**src/rtl/if_id_buffer.sv**
```systemverilog
// Fetch-to-decode instruction buffer: a small circular FIFO of {pc, pc_plus_4, instr}
// entries with valid/ready handshakes, NOP bubble when empty, branch flush and halt drain.
module if_id_buffer #(
  parameter int              XLEN      = 32,
  parameter int              DEPTH     = 2,
  parameter logic [XLEN-1:0] NOP_INSTR = XLEN'(32'h0000_0013)
) (
  input  logic                     clk,
  input  logic                     rst,
  input  logic                     i_fetch_valid,
  input  logic [XLEN-1:0]          i_fetch_pc,
  input  logic [XLEN-1:0]          i_fetch_pc_plus_4,
  input  logic [XLEN-1:0]          i_fetch_instr,
  output logic                     o_fetch_ready,
  output logic                     o_dec_valid,
  output logic [XLEN-1:0]          o_dec_pc,
  output logic [XLEN-1:0]          o_dec_pc_plus_4,
  output logic [XLEN-1:0]          o_dec_instr,
  input  logic                     i_dec_ready,
  input  logic                     i_flush,
  input  logic                     i_halt,
  output logic [$clog2(DEPTH):0]   o_count
);

  localparam int PW = $clog2(DEPTH);
  localparam int CW = PW + 1;

  typedef struct packed {
    logic [XLEN-1:0] pc;
    logic [XLEN-1:0] pc_plus_4;
    logic [XLEN-1:0] instr;
  } entry_t;

  entry_t          mem [DEPTH];
  logic [PW-1:0]   wptr;
  logic [PW-1:0]   rptr;
  logic [CW-1:0]   count;
  logic            push;
  logic            pop;
  entry_t          head;

  // Ready looks only at occupancy and control, never at i_dec_ready, so a full
  // buffer refuses a push even when decode pops in the same cycle.
  assign o_fetch_ready = (count < CW'(DEPTH)) & ~i_halt & ~i_flush;
  assign o_dec_valid   = (count != '0);
  assign push          = i_fetch_valid & o_fetch_ready;
  assign pop           = o_dec_valid & i_dec_ready;
  assign o_count       = count;
  assign head          = mem[rptr];

  always_comb begin
    o_dec_pc        = '0;
    o_dec_pc_plus_4 = '0;
    o_dec_instr     = NOP_INSTR;
    if (o_dec_valid) begin
      o_dec_pc        = head.pc;
      o_dec_pc_plus_4 = head.pc_plus_4;
      o_dec_instr     = head.instr;
    end
  end

  always_ff @(posedge clk) begin
    // NOTE: storage is cleared on reset so decode never sees stale X data;
    // that is why the array shares the reset branch with the pointers.
    if (rst) begin
      wptr  <= '0;
      rptr  <= '0;
      count <= '0;
      for (int i = 0; i < DEPTH; i++) mem[i] <= '0;
    end else if (i_flush) begin
      wptr  <= '0;
      rptr  <= '0;
      count <= '0;
    end else begin
      if (push) begin
        mem[wptr] <= '{pc: i_fetch_pc, pc_plus_4: i_fetch_pc_plus_4, instr: i_fetch_instr};
        wptr      <= wptr + PW'(1);
      end
      if (pop) rptr <= rptr + PW'(1);
      case ({push, pop})
        2'b10:   count <= count + CW'(1);
        2'b01:   count <= count - CW'(1);
        default: count <= count;
      endcase
    end
  end

endmodule
```
**config.mk**
```make
export PLATFORM = sky130hd
export DESIGN_NAME = if_id_buffer
export DESIGN_NICKNAME = d
export VERILOG_FILES = /design/src/rtl/if_id_buffer.sv
export SDC_FILE = /design/constraint.sdc
export NUM_CORES = 1
export LEC_CHECK = 0
export ABC_CLOCK_PERIOD_IN_PS = 4900
export BUFFER_PORTS_ARGS = -buffer_cell sky130_fd_sc_hd__buf_2
export CAP_MARGIN = 15
export CELL_PAD_IN_SITES_DETAIL_PLACEMENT = 1
export CELL_PAD_IN_SITES_GLOBAL_PLACEMENT = 1
export CORE_MARGIN = 3
export CORE_UTILIZATION = 43
export DETAILED_ROUTE_END_ITERATION = 6
export PLACE_DENSITY = 0.86
export SLEW_MARGIN = 20
export SYNTH_ARGS = -nofsm -noshare
export SYNTH_HDL_FRONTEND = slang
export SYNTH_SLANG_ARGS = --single-unit
```
**constraint.sdc**
```tcl
create_clock -name clk -period 4.9 [get_ports clk]
set_input_delay 0.245 -clock clk [delete_from_list [all_inputs] [get_ports clk]]
set_output_delay 0.245 -clock clk [all_outputs]
set_load 0.01 [all_outputs]
```
==> impl_summary.log, run 1 <==
[metrics] drt initial violations: 320
[metrics] initial antenna violation count: 0
[metrics] Worst-Skew Late Latency: about 430 ps
[metrics] type of element capturing the critical path: register
[metrics] diode insertion count for antenna repair: 0
[metrics] post-route ant nets: 0
[metrics] setup repair after global routing missed its margin: no
[metrics] detail-routed via count per cell: 5.02
[metrics] share of the yosys chip area belonging to registers: 66.0%
[metrics] worst relative slew slack: 30.1%
[metrics] Worst EP arrival: 3430 ps
[metrics] compound-gate portion of the synthesized area: less than 1%
[metrics] most common cell after layout, fill and taps aside: sky130_fd_sc_hd__nor2_1
[metrics] cts hold-fix bufs: 0
[metrics] pin count of the biggest net entering global routing: about 100
[metrics] M1 wire length: 9430 um
[metrics] fill cell total of the finished layout: 2,148
[metrics] buffer count from post-CTS setup fixing: 0
[metrics] Routed met3 length: approximately 900 um
[metrics] highest clock rate: ~0.30 GHz
[metrics] Area Growth Syn to Fin: 20.7%
[metrics] Startpoint Class: register
[metrics] number of buffer and inverter stages on the critical path: 2
[metrics] share of cell area taken by muxes after synthesis: 10.8%
[metrics] Overall Power: 3.65 mW
[metrics] length of the first detailed-routing pass in iterations: 4
[metrics] FP Rows: 51
[metrics] total congestion overflow: 0
[metrics] fraction of the cycle the final worst path needs: 68.1%
[metrics] measured slew at the worst slew-check pin: 1050 ps
[metrics] library cell contributing the largest single delay on the critical path: sky130_fd_sc_hd__nand2b_4
[metrics] met2 wire length: 11,700 um
[metrics] Port-buffer cells: 201
[metrics] adder and majority gate portion of the synthesized area: less than 1%
[metrics] design area: 0.0107 mm2
[metrics] Setup TNS Final: 0 ps
[metrics] total number of H-tree levels: 4
[metrics] ports placed on the boundary: between 200 and 250
[metrics] global-route wire length before repair: 34,100 um
[metrics] overall routed net length: about 22,000 um
[metrics] synthesized net count: 856
[metrics] Initial Util: about 45%
[metrics] kind of cell adding the most delay to the critical path: simple AND/OR/NAND/NOR gates
[metrics] master cell of the clock root buffer: sky130_fd_sc_hd__clkbuf_16
[metrics] final setup violation count: 0
[metrics] post-route minimum period: 3340 ps
[metrics] power per unit of standard cell area: 340 mW/mm2
[metrics] Final Hold Viols: 0
[metrics] placer's final routability congestion estimate: 0.726
[metrics] critical path class: register to register
[metrics] clock transition at the registers of the reported paths: 70 ps
[metrics] unique cell type count in the Yosys netlist: 21
[metrics] die width: between 100 and 150 um
[metrics] syn_area_per_cell: approximately 12 um2
[metrics] floorplan die area: between 0.02 and 0.025 mm2
[metrics] DRC violations left: 0
[metrics] worst-path maximum fanout: 98
[metrics] overall global routing resource usage: ~20%
[metrics] required time at the worst-slack endpoint: ~5000 ps
[metrics] number of global-route vias before repair: around 6,400
[metrics] CTS sink cnt: 197
[metrics] Post-CTS Resized: 0
[metrics] y dimension of the die: approximately 150 um
[metrics] FF+latch count, synth: 197
[metrics] HPWL after detailed placement: 14,400 um
[metrics] Hold WC Path Type: input port to register
[metrics] Fin Clk Skew: 7.97 ps
[metrics] outcome: complete, no violations
[metrics] top routing layer used: met4
[metrics] static leakage: slightly above 4 nW
[metrics] final number of max-transition violations: 0
[metrics] most used cells in the layout excluding fill and tap cells: sky130_fd_sc_hd__nor2_1, sky130_fd_sc_hd__buf_2, sky130_fd_sc_hd__edfxtp_1
[metrics] total via count after detailed routing: 6,046
[metrics] xor/xnor cell area share of the yosys netlist: 0.296%
[metrics] simple-gate area share of the yosys netlist: 19.8%
[metrics] dominant combinational cell family by area after synthesis: simple AND/OR/NAND/NOR gates
[metrics] Cell Chain, Critical Path: or4b_4, or2_4, buf_6, nand2b_4, buf_4
[metrics] peak ir drop on the vdd network: 0.242 mV
[metrics] Yosys warnings: 0
[metrics] count of mapped cells out of synthesis: 753
[metrics] Slowest Stage Delay on Critical Path: 880 ps
[metrics] net total in the final layout: 1,031
[metrics] number of buffers on the longest clock path: 2
[metrics] placed instance area: 0.0101 mm2
[metrics] TritonCTS Buffers: 17
[metrics] share of layout cells above drive strength 1: 26.2%
[metrics] CTS tree: built
[metrics] max-cap viol count: 0
[metrics] detailed-route wire length per cell: 18.4 um
[metrics] Core Area: 0.0199 mm2
[metrics] synthesized cell area: around 0.009 mm2
-- worst register-to-register path: stages, from the launching register on --
cell and delay [ps]:
sky130_fd_sc_hd__dfxtp_1 390, sky130_fd_sc_hd__or4b_4 590, sky130_fd_sc_hd__or2_4 250, sky130_fd_sc_hd__buf_6 310, sky130_fd_sc_hd__nand2b_4 910, sky130_fd_sc_hd__buf_4 550
-- routing by layer --
layer	track usage, %	vias up
li1	-	2877
met1	25.0	2976
met2	35.7	174
met3	3.51	19
met4	4.85	0
met5	0	-
-- cells by family (layout without fill, tap and decap cells) --
logic type | Yosys count | after routing
AO/OA/AOI/OAI | 4 | 4
XOR/XNOR | 3 | 3
adder cells (fa/ha/maj) | 1 | 1
buffers and inverters | 55 | 242
flip-flops | 197 | 197
multiplexers | 96 | 96
AND/OR/NAND/NOR | 397 | 397
-- power by group --
part | internal, mW | leakage [nW] | switching (mW) | total [mW]
sequential | 1.91 | 2.08 | 0.0216 | 1.93
clock | 0.859 | 0.303 | 0.623 | 1.48
combinational | 0.0856 | 1.70 | 0.147 | 0.232
total | 2.86 | 4.07 | 0.791 | 3.65
-- cells in the mapped netlist, drive strengths merged --
cell type | count | area share [%]
xnor2 | 1 | 0.099
buf | 9 | 0.77
or4b | 1 | 0.15
inv | 2 | 0.084
o21ai | 2 | 0.11
nand3 | 1 | 0.056
ha | 1 | 0.14
xor2 | 2 | 0.20
or2 | 1 | 0.070
a21boi | 2 | 0.17
or3 | 1 | 0.070
nor2 | 287 | 12
nand2b | 98 | 6.9
dfxtp | 5 | 1.1
mux2i | 96 | 11
clkbuf | 44 | 1.9
nor3 | 4 | 0.23
edfxtp | 192 | 65
nand2 | 4 | 0.17
-- area by class of cell --
cell class                 count  area, um2  share of cell area (%)
sequential                   197       5870                    54.7
multi-input combinational    501       2820                    26.3
timing repair buffer         209       1080                    10.1
clock buffer                  17        425                    3.97
tap                          265        332                    3.09
clock inverter                14        194                    1.81
inverter                       2       7.51                  0.0700
-- state kept, by name (all words and copies together) (netlist names), named ones only --
name	count
o_count	2
wptr	1
mem	192
rptr	1
-- per-stage QoR --
stage | instances | hold WS (ps) | utilization [%] | worst slack [ps]
global route | 1205 | 91.2 | 53.9 | 1360
CTS | 1205 | 78.7 | 53.9 | 1320
floorplan | 753 | 324 | - | 836
detailed placement | 1174 | 530 | 50.8 | 1360
global placement | 1174 | 502 | 50.8 | 1450
finish | 1205 | 106 | 53.9 | 1560
-- worst paths after layout --
kind | cells past startpoint | slack, ps | startpoint | end
max reg2reg | 5 | 1560 | o_count[1] | mem[0][80]
max | 5 | 1560 | o_count[1] | mem[0][80]
min | 2 | 110 | i_flush | rptr
min reg2reg | 2 | 540 | wptr | wptr
Power figures use the tool's default switching activity.
==> run 2, diff against run 1 <==
--- a/config.mk
+++ b/config.mk
@@ -5,7 +5,7 @@
 export SDC_FILE = /design/constraint.sdc
 export NUM_CORES = 1
 export LEC_CHECK = 0
-export ABC_CLOCK_PERIOD_IN_PS = 4900
+export ABC_CLOCK_PERIOD_IN_PS = 3200
 export BUFFER_PORTS_ARGS = -buffer_cell sky130_fd_sc_hd__buf_2
 export CAP_MARGIN = 15
 export CELL_PAD_IN_SITES_DETAIL_PLACEMENT = 1
==> constraint.sdc (replaced) <==
create_clock -name clk -period 3.2 [get_ports clk]
set_input_delay 0.16 -clock clk [delete_from_list [all_inputs] [get_ports clk]]
set_output_delay 0.16 -clock clk [all_outputs]
set_load 0.01 [all_outputs]
==> run 2 against run 1 <==
  * Routed wire length decreased by 0.21%
  * Final cell count increased by 0.41%
  * Largest cell class unchanged
  * Non-clock buffer count increased by 6
  * Critical path depth decreased by 1
  * Sequential power increased by 53%
  * Worst setup slack got worse by 660 ps
  * Register-to-register slack got worse by 520 ps
  * Clock power increased by 46%
  * Count of clock-buffer cells in the layout unchanged
  * Hold slack got worse by 58 ps
==> impl_summary.log, run 2 (synthesized netlist as in run 1, its figures left out) <==
[metrics] outcome: complete, no violations (unchanged)
[metrics] Slowest Stage Delay on Critical Path: 700 ps (was 880 ps)
[metrics] net total in the final layout: 1,037 (was 1,031)
[metrics] fill cell total of the finished layout: 2,150 (was 2,148)
[metrics] y dimension of the die: 150 um (unchanged)
[metrics] Final Hold Viols: 0 (unchanged)
[metrics] length of the first detailed-routing pass in iterations: 4 (unchanged)
[metrics] Cell Chain, Critical Path: nor2_4, buf_4, nor2_1, buf_2 (was or4b_4, or2_4, buf_6, nand2b_4, buf_4)
[metrics] Port-buffer cells: 201 (unchanged)
[metrics] peak ir drop on the vdd network: 0.365 mV (was 0.242 mV)
[metrics] final number of max-transition violations: 0 (unchanged)
[metrics] ports placed on the boundary: 202 (unchanged)
[metrics] critical path class: register to output pin (was register to register)
[metrics] Overall Power: 5.49 mW (was 3.65 mW)
[metrics] fraction of the cycle the final worst path needs: 71.8%
[metrics] master cell of the clock root buffer: sky130_fd_sc_hd__clkbuf_16 (unchanged)
[metrics] number of flip-flops in the largest register: 192 (unchanged)
[metrics] floorplan die area: 0.0224 mm2 (unchanged)
[metrics] detailed-route wire length per cell: 18.3 um (was 18.4 um)
[metrics] kind of cell adding the most delay to the critical path: simple AND/OR/NAND/NOR gates (unchanged)
[metrics] most common cell after layout, fill and taps aside: sky130_fd_sc_hd__nor2_1 (unchanged)
[metrics] type of element capturing the critical path: output pin (was register)
[metrics] share of layout cells above drive strength 1: 26.3% (was 26.2%)
[metrics] Hold WC Path Type: input port to register (unchanged)
[metrics] Setup TNS Final: 0 ps (unchanged)
[metrics] overall global routing resource usage: 20.2% (was 19.9%)
[metrics] number of global-route vias before repair: 6,520 (was 6,380)
[metrics] HPWL after detailed placement: 13,900 um (was 14,400 um)
[metrics] placer's final routability congestion estimate: 0.754 (was 0.726)
[metrics] measured slew at the worst slew-check pin: 846 ps (was 1050 ps)
[metrics] drt initial violations: 341 (was 320)
[metrics] post-route ant nets: 0 (unchanged)
[metrics] Post-CTS Resized: 0 (unchanged)
[metrics] Worst EP arrival: 2140 ps (was 3430 ps)
[metrics] pin count of the biggest net entering global routing: 98 (was 99)
[metrics] minimum hold slack: 47.8 ps (was 106 ps)
[metrics] clock transition at the registers of the reported paths: 70 ps (about the same)
[metrics] library cell contributing the largest single delay on the critical path: sky130_fd_sc_hd__nor2_4 (was sky130_fd_sc_hd__nand2b_4)
[metrics] final setup violation count: 0 (unchanged)
[metrics] die width: 150 um (unchanged)
[metrics] Most flops, register: mem (unchanged)
[metrics] post-route minimum period: 2300 ps
[metrics] overall routed net length: 22,200 um (about the same)
[metrics] Area Growth Syn to Fin: 21.5% (was 20.7%)
[metrics] number of buffer and inverter stages on the critical path: 2 (unchanged)
[metrics] initial antenna violation count: 1 (was 0)
[metrics] most used cells in the layout excluding fill and tap cells: sky130_fd_sc_hd__nor2_1, sky130_fd_sc_hd__buf_2, sky130_fd_sc_hd__edfxtp_1 (unchanged)
[metrics] total via count after detailed routing: 6,090 (was 6,046)
[metrics] power per unit of standard cell area: 508 mW/mm2 (was 340 mW/mm2)
[metrics] worst-path maximum fanout: 29 (was 98)
[metrics] global-route wire length before repair: 34,600 um (was 34,100 um)
[metrics] diode insertion count for antenna repair: 0 (unchanged)
[metrics] CTS tree: built (unchanged)
[metrics] Core Area: 0.0199 mm2 (unchanged)
[metrics] total congestion overflow: 0 (unchanged)
[metrics] total number of H-tree levels: 4 (unchanged)
[metrics] required time at the worst-slack endpoint: 3040 ps (was 4990 ps)
[metrics] Initial Util: 44.6% (unchanged)
[metrics] DRC violations left: 0 (unchanged)
[metrics] setup repair after global routing missed its margin: no (unchanged)
[metrics] worst relative slew slack: 43.5% (was 30.1%)
[metrics] Fin Clk Skew: 9.31 ps (was 7.97 ps)
[metrics] TritonCTS Buffers: 17 (unchanged)
[metrics] number of buffers on the longest clock path: 2 (unchanged)
[metrics] CTS sink cnt: 197 (unchanged)
[metrics] detail-routed via count per cell: 5.03 (was 5.02)
[metrics] Worst-Skew Late Latency: 440 ps (was 430 ps)
[metrics] FP Rows: 51 (unchanged)
[metrics] Startpoint Class: register (unchanged)
[metrics] max-cap viol count: 0 (unchanged)
[metrics] highest clock rate: 0.435 GHz
[metrics] static leakage: 4.12 nW (was 4.07 nW)
run 2: cell types whose count changed in the layout (fill, tap and decap cells not counted), sizes merged:
cell	previous run	this run
buf	209	214
bufinv	4	3
clkinv	3	6
clkinvlp	1	0
dlygate4sd3	0	1
inv	8	6
run 2: routing by layer:
| metal | track usage, % | share of wire (%) |
|---|---|---|
| met4 | 5.26 | 1.2 |
| met2 | 35.5 | 51 |
| met3 | 4.12 | 6.1 |
| met1 | 25.7 | 41 |
| met5 | 0 | 0.059 |
run 2: area by class of cell:
type / instances / area [um2] / area share (%)
clock buffers: 17 / 425 / 3.94
clock inverters: 13 / 156 / 1.45
inverters: 2 / 7.51 / 0.0695
multi-input cells: 501 / 2820 / 26.1
flip-flops and latches: 197 / 5870 / 54.3
well taps: 265 / 332 / 3.07
repair buffers: 215 / 1190 / 11.0
run 2: final timing paths:
path | cells past startpoint | slack (ps) | startpoint | end
max | 4 | 900 | o_count[1] | o_dec_pc_plus_4[27]
max reg2reg | 5 | 1040 | o_count[1] | mem[0][16]
min | 3 | 50 | i_fetch_instr[19] | mem[1][19]
min reg2reg | 2 | 530 | wptr | wptr
run 2: worst reg2reg max path, delay by kind of cell (launching register included):
kind          cells  cell delay, ps
simple gates      3            1040
buf+inv           2             600
flops             1             390
run 2: what timing repair did:
item | CTS | global route
hold endpoints to repair | 3 | 0
buffers inserted | 0 | 0
hold buffers | 1 | 0
run 2: stage by stage:
step	util, %	std cells	worst slack, ps	area, um2
after floorplan	-	753	222	8890
after global placement	51.2	1178	1150	10200
after detailed placement	51.2	1178	1060	10200
after CTS	54.1	1209	842	10800
after global routing	54.3	1210	694	10800
final	54.3	1210	904	10800
run 2: report_power, final:
group	leakage, nW	internal (mW)	switching, mW
Combinational	1.75	0.143	0.228
Clock	0.289	1.22	0.941
Sequential	2.08	2.93	0.0295
Total	4.12	4.29	1.20
